==> config.mk <==
export PLATFORM = sky130hd
export DESIGN_NAME = sram_stream_reader
export DESIGN_NICKNAME = d
export VERILOG_FILES = /design/src/rtl/sram_pkg.sv /design/src/rtl/sram_rd_fifo.sv /design/src/rtl/sram_stream_reader.sv
export SDC_FILE = /design/constraint.sdc
export NUM_CORES = 1
export LEC_CHECK = 0
export BUFFER_PORTS_ARGS = -buffer_cell sky130_fd_sc_hd__buf_2
export CELL_PAD_IN_SITES_DETAIL_PLACEMENT = 1
export CELL_PAD_IN_SITES_GLOBAL_PLACEMENT = 1
export CORE_MARGIN = 1.5
export CORE_UTILIZATION = 40
export DETAILED_ROUTE_END_ITERATION = 8
export GPL_ROUTABILITY_DRIVEN = 0
export PLACE_DENSITY_LB_ADDON = 0.1
export SYNTH_ARGS = -nofsm -noshare
export SYNTH_HDL_FRONTEND = slang
export SYNTH_HIERARCHICAL = 1
export SYNTH_SLANG_ARGS = --single-unit
export TNS_END_PERCENT = 30
==> constraint.sdc <==
create_clock -name CLK -period 7.9 [get_ports CLK]
set_input_delay 0.79 -clock CLK [delete_from_list [all_inputs] [get_ports CLK]]
set_output_delay 0.79 -clock CLK [all_outputs]
set_load 0.05 [all_outputs]
==> src/rtl/sram_pkg.sv <==
// Shared definitions for the 2048x32 SRAM read/write controllers.
package sram_pkg;
    localparam int ADDR_W = 11;
    localparam int DATA_W = 32;
    localparam int DEPTH  = 2048;

    typedef enum logic [1:0] {IDLE, RUN, FLUSH} state_t;
endpackage

==> src/rtl/sram_rd_fifo.sv <==
// Small circular FIFO that buffers SRAM read data ahead of the stream output.
module sram_rd_fifo #(
    parameter int DATA_W = 32,
    parameter int DEPTH  = 4,
    localparam int PTR_W = $clog2(DEPTH)
) (
    input  logic              clk,
    input  logic              reset,
    input  logic              push,
    input  logic [DATA_W-1:0] push_data,
    input  logic              pop,
    output logic [DATA_W-1:0] head,
    output logic [PTR_W:0]    count
);
    logic [DATA_W-1:0] mem [DEPTH];
    logic [PTR_W-1:0]  wr_ptr;
    logic [PTR_W-1:0]  rd_ptr;

    assign head = mem[rd_ptr];

    // Entries are cleared on reset so the head reads as zero while empty.
    always_ff @(posedge clk) begin
        if (reset) begin
            wr_ptr <= '0;
            rd_ptr <= '0;
            count  <= '0;
            for (int i = 0; i < DEPTH; i++) begin
                mem[i] <= '0;
            end
        end else begin
            if (push) begin
                mem[wr_ptr] <= push_data;
                wr_ptr      <= wr_ptr + 1'b1;
            end
            if (pop) begin
                rd_ptr <= rd_ptr + 1'b1;
            end
            case ({push, pop})
                2'b10:   count <= count + 1'b1;
                2'b01:   count <= count - 1'b1;
                default: count <= count;
            endcase
        end
    end
endmodule

==> src/rtl/sram_stream_reader.sv <==
// Burst-reads consecutive SRAM words (address wraps) and streams them out
// over valid/ready, throttled by FIFO credit so backpressure never drops data.
module sram_stream_reader #(
    parameter int ADDR_W = sram_pkg::ADDR_W,
    parameter int DATA_W = sram_pkg::DATA_W,
    parameter int FIFO_D = 4
) (
    input  logic              CLK,
    input  logic              reset,
    input  logic              start,
    input  logic [ADDR_W-1:0] base_addr,
    input  logic [ADDR_W:0]   len,
    output logic              busy,
    output logic              done,
    output logic              CEN,
    output logic              WEN,
    output logic [ADDR_W-1:0] A,
    input  logic [DATA_W-1:0] Q,
    output logic              out_valid,
    output logic [DATA_W-1:0] out_data,
    input  logic              out_ready
);
    import sram_pkg::*;

    localparam int CNT_W = $clog2(FIFO_D) + 1;
    localparam logic [ADDR_W:0] ONE_WORD = 1;
    localparam logic [CNT_W:0]  CREDITS  = (CNT_W+1)'(FIFO_D);
    localparam logic [CNT_W-1:0] ONE_ENTRY = 1;

    state_t            state;
    logic [ADDR_W-1:0] addr;
    logic [ADDR_W:0]   remaining;
    logic [1:0]        inflight_sr;
    logic [CNT_W-1:0]  occupancy;
    logic [CNT_W:0]    credit_used;
    logic              accept;
    logic              issue;
    logic              pop;
    logic              drained;

    assign WEN       = 1'b1;
    assign out_valid = (occupancy != '0);
    assign pop       = out_valid && out_ready;
    assign accept    = (state == IDLE) && start && (len != '0);

    // Reads in flight count against FIFO space so a stalled consumer can never overflow it.
    assign credit_used = (CNT_W+1)'(occupancy) + (CNT_W+1)'(inflight_sr[0])
                       + (CNT_W+1)'(inflight_sr[1]);
    assign issue   = accept || ((state == RUN) && (credit_used < CREDITS));
    assign drained = (inflight_sr == 2'b00)
                   && ((occupancy == '0) || (pop && occupancy == ONE_ENTRY));

    // The accepting edge already issues the first read to hit the 3-cycle latency.
    always_ff @(posedge CLK) begin
        if (reset) begin
            state       <= IDLE;
            addr        <= '0;
            remaining   <= '0;
            inflight_sr <= '0;
            CEN         <= 1'b1;
            A           <= '0;
            busy        <= 1'b0;
            done        <= 1'b0;
        end else begin
            inflight_sr <= {inflight_sr[0], issue};
            CEN         <= ~issue;
            done        <= 1'b0;
            if (issue) begin
                A <= accept ? base_addr : addr;
            end
            case (state)
                IDLE: begin
                    if (accept) begin
                        addr      <= base_addr + 1'b1;
                        remaining <= len - 1'b1;
                        busy      <= 1'b1;
                        state     <= (len == ONE_WORD) ? FLUSH : RUN;
                    end
                end
                RUN: begin
                    if (issue) begin
                        addr      <= addr + 1'b1;
                        remaining <= remaining - 1'b1;
                        if (remaining == ONE_WORD) begin
                            state <= FLUSH;
                        end
                    end
                end
                FLUSH: begin
                    if (drained) begin
                        state <= IDLE;
                        busy  <= 1'b0;
                        done  <= 1'b1;
                    end
                end
                default: state <= IDLE;
            endcase
        end
    end

    sram_rd_fifo #(
        .DATA_W (DATA_W),
        .DEPTH  (FIFO_D)
    ) u_fifo (
        .clk       (CLK),
        .reset     (reset),
        .push      (inflight_sr[1]),
        .push_data (Q),
        .pop       (pop),
        .head      (out_data),
        .count     (occupancy)
    );
endmodule

# Yosys cells after proc, flatten, opt, wreduce, memory -nomap -nowiden
# Memory sizes are Yosys's and may differ from the RTL's. A register that Yosys moved wholly into a read port is not among the register bits.
# Index checks and enable logic that the tools add are counted.
[totals] register_bits=48 ram_bits=128 in_bits=59 output_inout_bits=48 word_cells=85 memories=1
[memory_table] memory="u_fifo.mem" words=4 word_bits=32 rd=1 rd_ports_with_merged_regs=1 write_ports=4 line="sram_rd_fifo.sv:15" text="logic [DATA_W-1:0] mem [DEPTH];"
[classes] add_sub_neg=10 n_lt_le_gt_ge=1 n_eq_ne=11 muxes=28 n_bitwise=2 n_reduce_logical=21
[op_table] cell="11-bit two-way mux" count=3
[op_table] cell="32-bit two-way mux" count=1
[op_table] cell="32-bit OR reduction" count=1
[op_table] cell="12-bit by 1-bit == test with 1-bit output (second input constant)" count=2
[op_table] cell="12-bit two-way mux" count=2
[op_table] cell="12-bit one-hot mux with 2 select lines" count=1
[op_table] cell="12-bit by 1-bit subtractor with 12-bit output (second input constant)" count=2
[op_table] cell="11-bit by 1-bit adder with 11-bit output (second input constant)" count=2
[op_table] cell="11-bit one-hot mux with 2 select lines" count=1
[op_table] cell="2-bit two-way mux" count=8
[op_table] cell="12-bit nonzero test" count=1
[op_table] cell="1-bit two-way mux" count=9
[op_table] cell="1-bit logical AND" count=6
[op_table] cell="2-bit inequality test (second input constant)" count=3
[op_table] cell="2-bit one-hot mux with 3 select lines" count=1
[op_table] cell="3-bit one-hot mux with 2 select lines" count=1
[op_table] cell="3-bit AND reduction" count=2
[op_table] cell="2-bit nonzero test" count=3
[op_table] cell="2-bit by 1-bit adder with 2-bit output (second input constant)" count=2
[op_table] cell="3-bit by 1-bit adder with 4-bit output" count=1
[op_table] cell="4-bit by 1-bit adder with 4-bit output" count=1
[op_table] cell="2-bit by 1-bit == test with 1-bit output (second input constant)" count=2
[op_table] cell="2-bit == test (second input constant)" count=2
[op_table] cell="2-bit zero test" count=2
[op_table] cell="12 further kinds" count=14

# Logic depth before layout (Yosys ltp)
[depth] depth_word=7 depth_mapped=14 depth_no_buf=9

# Modules after synthesis
# The synthesis kept the hierarchy.
[modules_own_cells] module="sram_rd_fifo" n_inst=1 cells_per_inst=350 area_each_um2=5934.4 seq_area_each_um2=4023.9
[modules_own_cells] module="sram_stream_reader" n_inst=1 cells_per_inst=367 area_each_um2=2756.4 seq_area_each_um2=820.8

# Worst setup path before layout
# OpenSTA, ideal clock, no wires.
[synth_path] path_kind="input to register" from="input len[2]" to="register addr[5]" setup_time_ns=0.135 arrival_ns=2.801 t_required_ns=7.765 slack_ns=4.965 path_stages=8 path_buffers=2 path_cell_list="or4_1 buf_2 or4_4 and3_4 buf_6 or3_1 nand4b_1 a41oi_1"
[synth_via] elab_chain_cells=5 word_cells_on_any_way=6
[synth_lines] item="start, declared" line="sram_stream_reader.sv:12" text="input logic [ADDR_W:0] len,"
[synth_lines] item="12-bit nonzero test *" line="sram_stream_reader.sv:44" text="assign accept = (state == IDLE) && start && (len != '0);"
[synth_lines] item="1-bit logical AND *" line="sram_stream_reader.sv:44"
[synth_lines] item="1-bit logical OR" line="sram_stream_reader.sv:49" text="assign issue = accept || ((state == RUN) && (credit_used < CREDITS));"
[synth_lines] item="2-bit inequality test (no line)"
[synth_lines] item="3-bit AND reduction (no line) *"
[synth_lines] item="end signal, assigned" line="sram_stream_reader.sv:74" text="addr <= base_addr + 1'b1;"
[synth_lines] item="end signal, assigned" line="sram_stream_reader.sv:82" text="addr <= addr + 1'b1;"
[synth_lines] item="end, declared" line="sram_stream_reader.sv:31" text="logic [ADDR_W-1:0] addr;"
# Every way passes the cells marked *; elsewhere a longest branch is shown, timed or not.
# A chain may end at the register's enable or synchronous reset.

# Worst setup path in the final report
[layout_path] from="register state[1]" to="register addr[8]"
[layout_via] elab_chain_cells=6 word_cells_on_any_way=11
[layout_lines] item="start, declared" line="sram_stream_reader.sv:30" text="state_t state;"
[layout_lines] item="start signal, assigned" line="sram_stream_reader.sv:77" text="state <= (len == ONE_WORD) ? FLUSH : RUN;"
[layout_lines] item="2-bit zero test" line="sram_stream_reader.sv:44, sram_stream_reader.sv:71"
[layout_lines] item="1-bit logical AND (2 in a row)" line="sram_stream_reader.sv:44"
[layout_lines] item="1-bit logical OR" line="sram_stream_reader.sv:49"
[layout_lines] item="2-bit inequality test (no line)"
[layout_lines] item="3-bit AND reduction (no line)"
# Several ways; a longest one is shown, not always the timed one.

==> out/summary.md <==
Status
* finished clean — result of the run

Detailed routing
* 5.41 — Vias/cell
* 0 — number of nets still failing antenna checks after routing
* 0 — DRC errors left
* 21,800 µm — overall routed net length
* 395 — detailed router's first-iteration violation count
* 5 — total iterations of the first detailed-routing run
* 19.9 µm — wire length per cell after detailed routing
* 5,914 — via count

STA
* 22.3 ps — Setup Skew
* 0 — Final Slew Violations
* 283 MHz — achievable clock frequency
* 1060 ps — slew at the pin closest to its max-slew limit
* no — RSZ-0062 raised after global routing
* 0 — Final Setup Violations
* 3540 ps — shortest period the worst path allows
* 44.8% — share of the clock period used by the worst path
* 4360 ps — Worst Setup Slack, final
* 0 — final hold violation count
* 0 ps — TNS Setup
* 29.2% — normalized max-slew margin

Logic synthesis
* 44.2% — Synth top area share
* 0.00869 mm² — cell area after technology mapping
* sky130_fd_sc_hd__edfxtp_1 44%, sky130_fd_sc_hd__dfxtp_1 12%, sky130_fd_sc_hd__mux4_2 8.3% — Synth area leaders
* 68 — number of distinct standard cells referenced by the synthesized netlist
* 0% — Post-synth ARST share
* 6 — count of synthesis-stage warnings from yosys
* 1.38% — adder-cell share of the synthesized area
* 8.51% — complex-gate fraction of the synthesized area
* 55.7% — Seq/Total Area, Yosys
* sky130_fd_sc_hd__edfxtp_1 — cell taking the most area after synthesis
* 717 — cells after synthesis
* 8.87% — multiplexer share of the synthesized area
* 12.1 µm² — Syn Area/Cell
* 20.3% — simple-gate share of the synthesized area
* sky130_fd_sc_hd__edfxtp_1 — predominant post-synthesis flop cell
* 1.71% — XOR/XNOR Fraction of Synth Area
* 785 — nets in the synthesized netlist
* 128 — number of enable flip-flop cells after synthesis
* 178 — #FFs+latches synth
* simple AND/OR/NAND/NOR gates — combinational family with the most area after synthesis

Finish
* 1,094 — number of cells in the finished layout apart from fillers
* 47.3% — Post-Route Utilization
* 0 — antenna fix cells
* 0.0100 mm² — cell area after layout
* 15.1% — layout overhead on the synthesized area
* 29.2% — layout cells sized above 1
* 875 — nets@finish

Power
* 0.185 mV — maximum VDD drop
* 3.79 nW — leakage power total
* 277 mW/mm² — Power Dens Cells

Worst setup path
* 3870 ps — data arrival at the endpoint of the critical path
* sky130_fd_sc_hd__nand2b_1 — slowest library cell on the worst path
* 10 — Crit. path cell count
* register — kind of launch point of the worst setup path
* nand2b_1, buf_4, mux2i_1, inv_1, ha_1, inv_1, nor4_1, a21oi_1, nand3b_1, a311oi_1 — worst-path cell chain
* 10 — worst-case reg-to-reg path depth
* 3 — CP bufs+invs
* simple AND/OR/NAND/NOR gates — kind of cell with the highest combined delay on the critical path
* reg -> reg — worst setup path class
* 21 — top fanout value on the critical path
* register — type of destination of the critical path
* 700 ps — highest cell delay on the worst timing path
* sky130_fd_sc_hd__inv_1 — library cell appearing most often on the critical path
* 8230 ps — critical path data required time

Global routing
* 6,333 — via count of the first global-routing pass
* 0 — leftover overflow at the end of global routing
* 0 — antenna violations before repair
* 20.3% — Global Route Usage Sum
* 58 — pin count of the biggest net entering global routing
* 34,400 µm — wire length of the first global-routing pass

Floorplan
* 107 — # IOs
* 0.0226 mm² — Die ar.
* 150 µm — Die Y
* 41.1% — starting density of the core
* 53 — std cell rows
* 0.0212 mm² — placeable core region
* 150 µm — horizontal extent of the die

Clocking
* 178 — sinks on the clock net
* 17 — number of clock buffers inserted by TritonCTS
* 70 ps — clock transition at the registers of the reported paths
* 440 ps — insertion delay of the later-clocked pin in the worst-skew pair
* 0 — setup bufs post-CTS
* 0 — Hold-fix buffers, CTS
* 2 — worst-case clock buffer depth
* built — CTS tree
* 4 — number of H-tree branching levels
* sky130_fd_sc_hd__clkbuf_16 — clock root buffer master
* 0 — number of instances resized during post-cts repair

Place
* 1,063 — total placed cells including tap cells
* 14,200 µm — half-perimeter wire length of the detailed placement result
* 105 — number of buffers inserted by port buffering
* 0.00944 mm² — cell area after placement
* 4280 ps — pre-CTS WS

Worst hold path
* 2 — number of cells on the worst hold path
* reg -> reg — worst min path class

Flow run
* 0 — max_cap viols

[per-layer routing]
layer / part of all wire [%] / up-vias / GRT usage [%]
met3: 3.2 / 20 / 2.91
met4: 1.2 / 0 / 5.88
met5: 0 / - / 0
li1: - / 2800 / -
met1: 42 / 2978 / 24.4
met2: 53 / 116 / 37.4
[report_power, final]
group | total, mW | switching [mW] | internal, mW | leakage (nW)
combinational | 0.802 | 0.544 | 0.258 | 1.78
clock | 0.814 | 0.396 | 0.418 | 0.269
sequential | 1.15 | 0.0654 | 1.09 | 1.74
total | 2.77 | 1.01 | 1.76 | 3.79
[path summary, 6_finish.rpt]
kind,to,from,slack (ps)
max,addr[8],state[1],4360
min reg2reg,A[10],A[10],470
max reg2reg,addr[8],state[1],4360
min,A[10],A[10],470
[synthesized netlist by cell type (3+ instances only)]
master / number
sky130_fd_sc_hd__a211oi_1: 7
sky130_fd_sc_hd__a21o_1: 3
sky130_fd_sc_hd__a21oi_1: 33
sky130_fd_sc_hd__a311oi_1: 12
sky130_fd_sc_hd__a31oi_1: 4
sky130_fd_sc_hd__a41oi_1: 3
sky130_fd_sc_hd__and2_1: 97
sky130_fd_sc_hd__and2_2: 33
sky130_fd_sc_hd__buf_1: 3
sky130_fd_sc_hd__buf_2: 8
sky130_fd_sc_hd__buf_4: 4
sky130_fd_sc_hd__buf_6: 7
sky130_fd_sc_hd__clkbuf_1: 18
sky130_fd_sc_hd__clkbuf_2: 4
sky130_fd_sc_hd__dfxtp_1: 50
sky130_fd_sc_hd__edfxtp_1: 128
sky130_fd_sc_hd__ha_1: 8
sky130_fd_sc_hd__inv_1: 11
sky130_fd_sc_hd__mux2i_1: 5
sky130_fd_sc_hd__mux4_2: 32
sky130_fd_sc_hd__nand2_1: 59
sky130_fd_sc_hd__nand3_1: 15
sky130_fd_sc_hd__nand3b_1: 5
sky130_fd_sc_hd__nor2_1: 47
sky130_fd_sc_hd__nor3_1: 6
sky130_fd_sc_hd__nor3b_1: 3
sky130_fd_sc_hd__nor4_1: 4
sky130_fd_sc_hd__nor4b_1: 4
sky130_fd_sc_hd__o211ai_1: 3
sky130_fd_sc_hd__o21ai_0: 26
sky130_fd_sc_hd__o21bai_1: 5
sky130_fd_sc_hd__o22ai_1: 4
sky130_fd_sc_hd__or3_1: 5
sky130_fd_sc_hd__or3b_2: 3
sky130_fd_sc_hd__or4_1: 4
sky130_fd_sc_hd__xnor2_1: 11
sky130_fd_sc_hd__xor2_1: 6
[worst min-delay path: cells and delay by family (launching register included)]
family,cells,cell delay (ps)
flops,1,310
simple gates,1,60
compound gates,1,50
[metrics by stage]
stage	power (mW)	hold WS, ps
6_report	2.77	468
5_1_grt	2.90	499
4_1_cts	2.80	468
3_5_place_dp	1.99	458
3_3_place_gp	1.97	460
2_1_floorplan	1.79	444
[flip-flops by register name (all words and copies together) (netlist names), named ones only]
register and count:
u_fifo/mem 128, done 1, remaining 12, addr 11
CEN 1, u_fifo/wr_ptr 2, inflight_sr 2, u_fifo/rd_ptr 2
u_fifo/count 3, state 2, A 11, busy 1
[area by class of cell]
cell class	count	area [µm²]
multi-input cells	483	3590
flip-flops and latches	178	4850
clock buffers	17	425
fillers	2260	11200
well taps	275	344
inverters	11	41.3
repair buffers	116	608
clock inverters	14	139
[cells by family (layout without fill, tap and decap cells)]
logic type	Yosys count	in the layout
and+or+nand+nor	306	306
DFF	178	178
AOI/OAI and AO/OA	113	113
buffers and inverters	56	158
muxes	37	37
xor gates and xnor gates	17	17
adders and majority gates	9	9
other	1	1
[cells in the final DEF, fill, tap and decap left out, drive strengths merged, types with 5 or more instances in the layout]
master and count:
o21bai 5, xnor2 11, a311oi 12, or4 7, nand3b 5, xor2 6
mux2i 5, buf 116, a31oi 5, or3 5, ha 8, a21oi 33
dfxtp 50, nor2 48, a211oi 7, edfxtp 128, inv 19, o21ai 26
mux4 32, nor3 8, clkbuf 17, nand3 16, and2 130, nand2 59
Power figures use the tool's default switching activity.
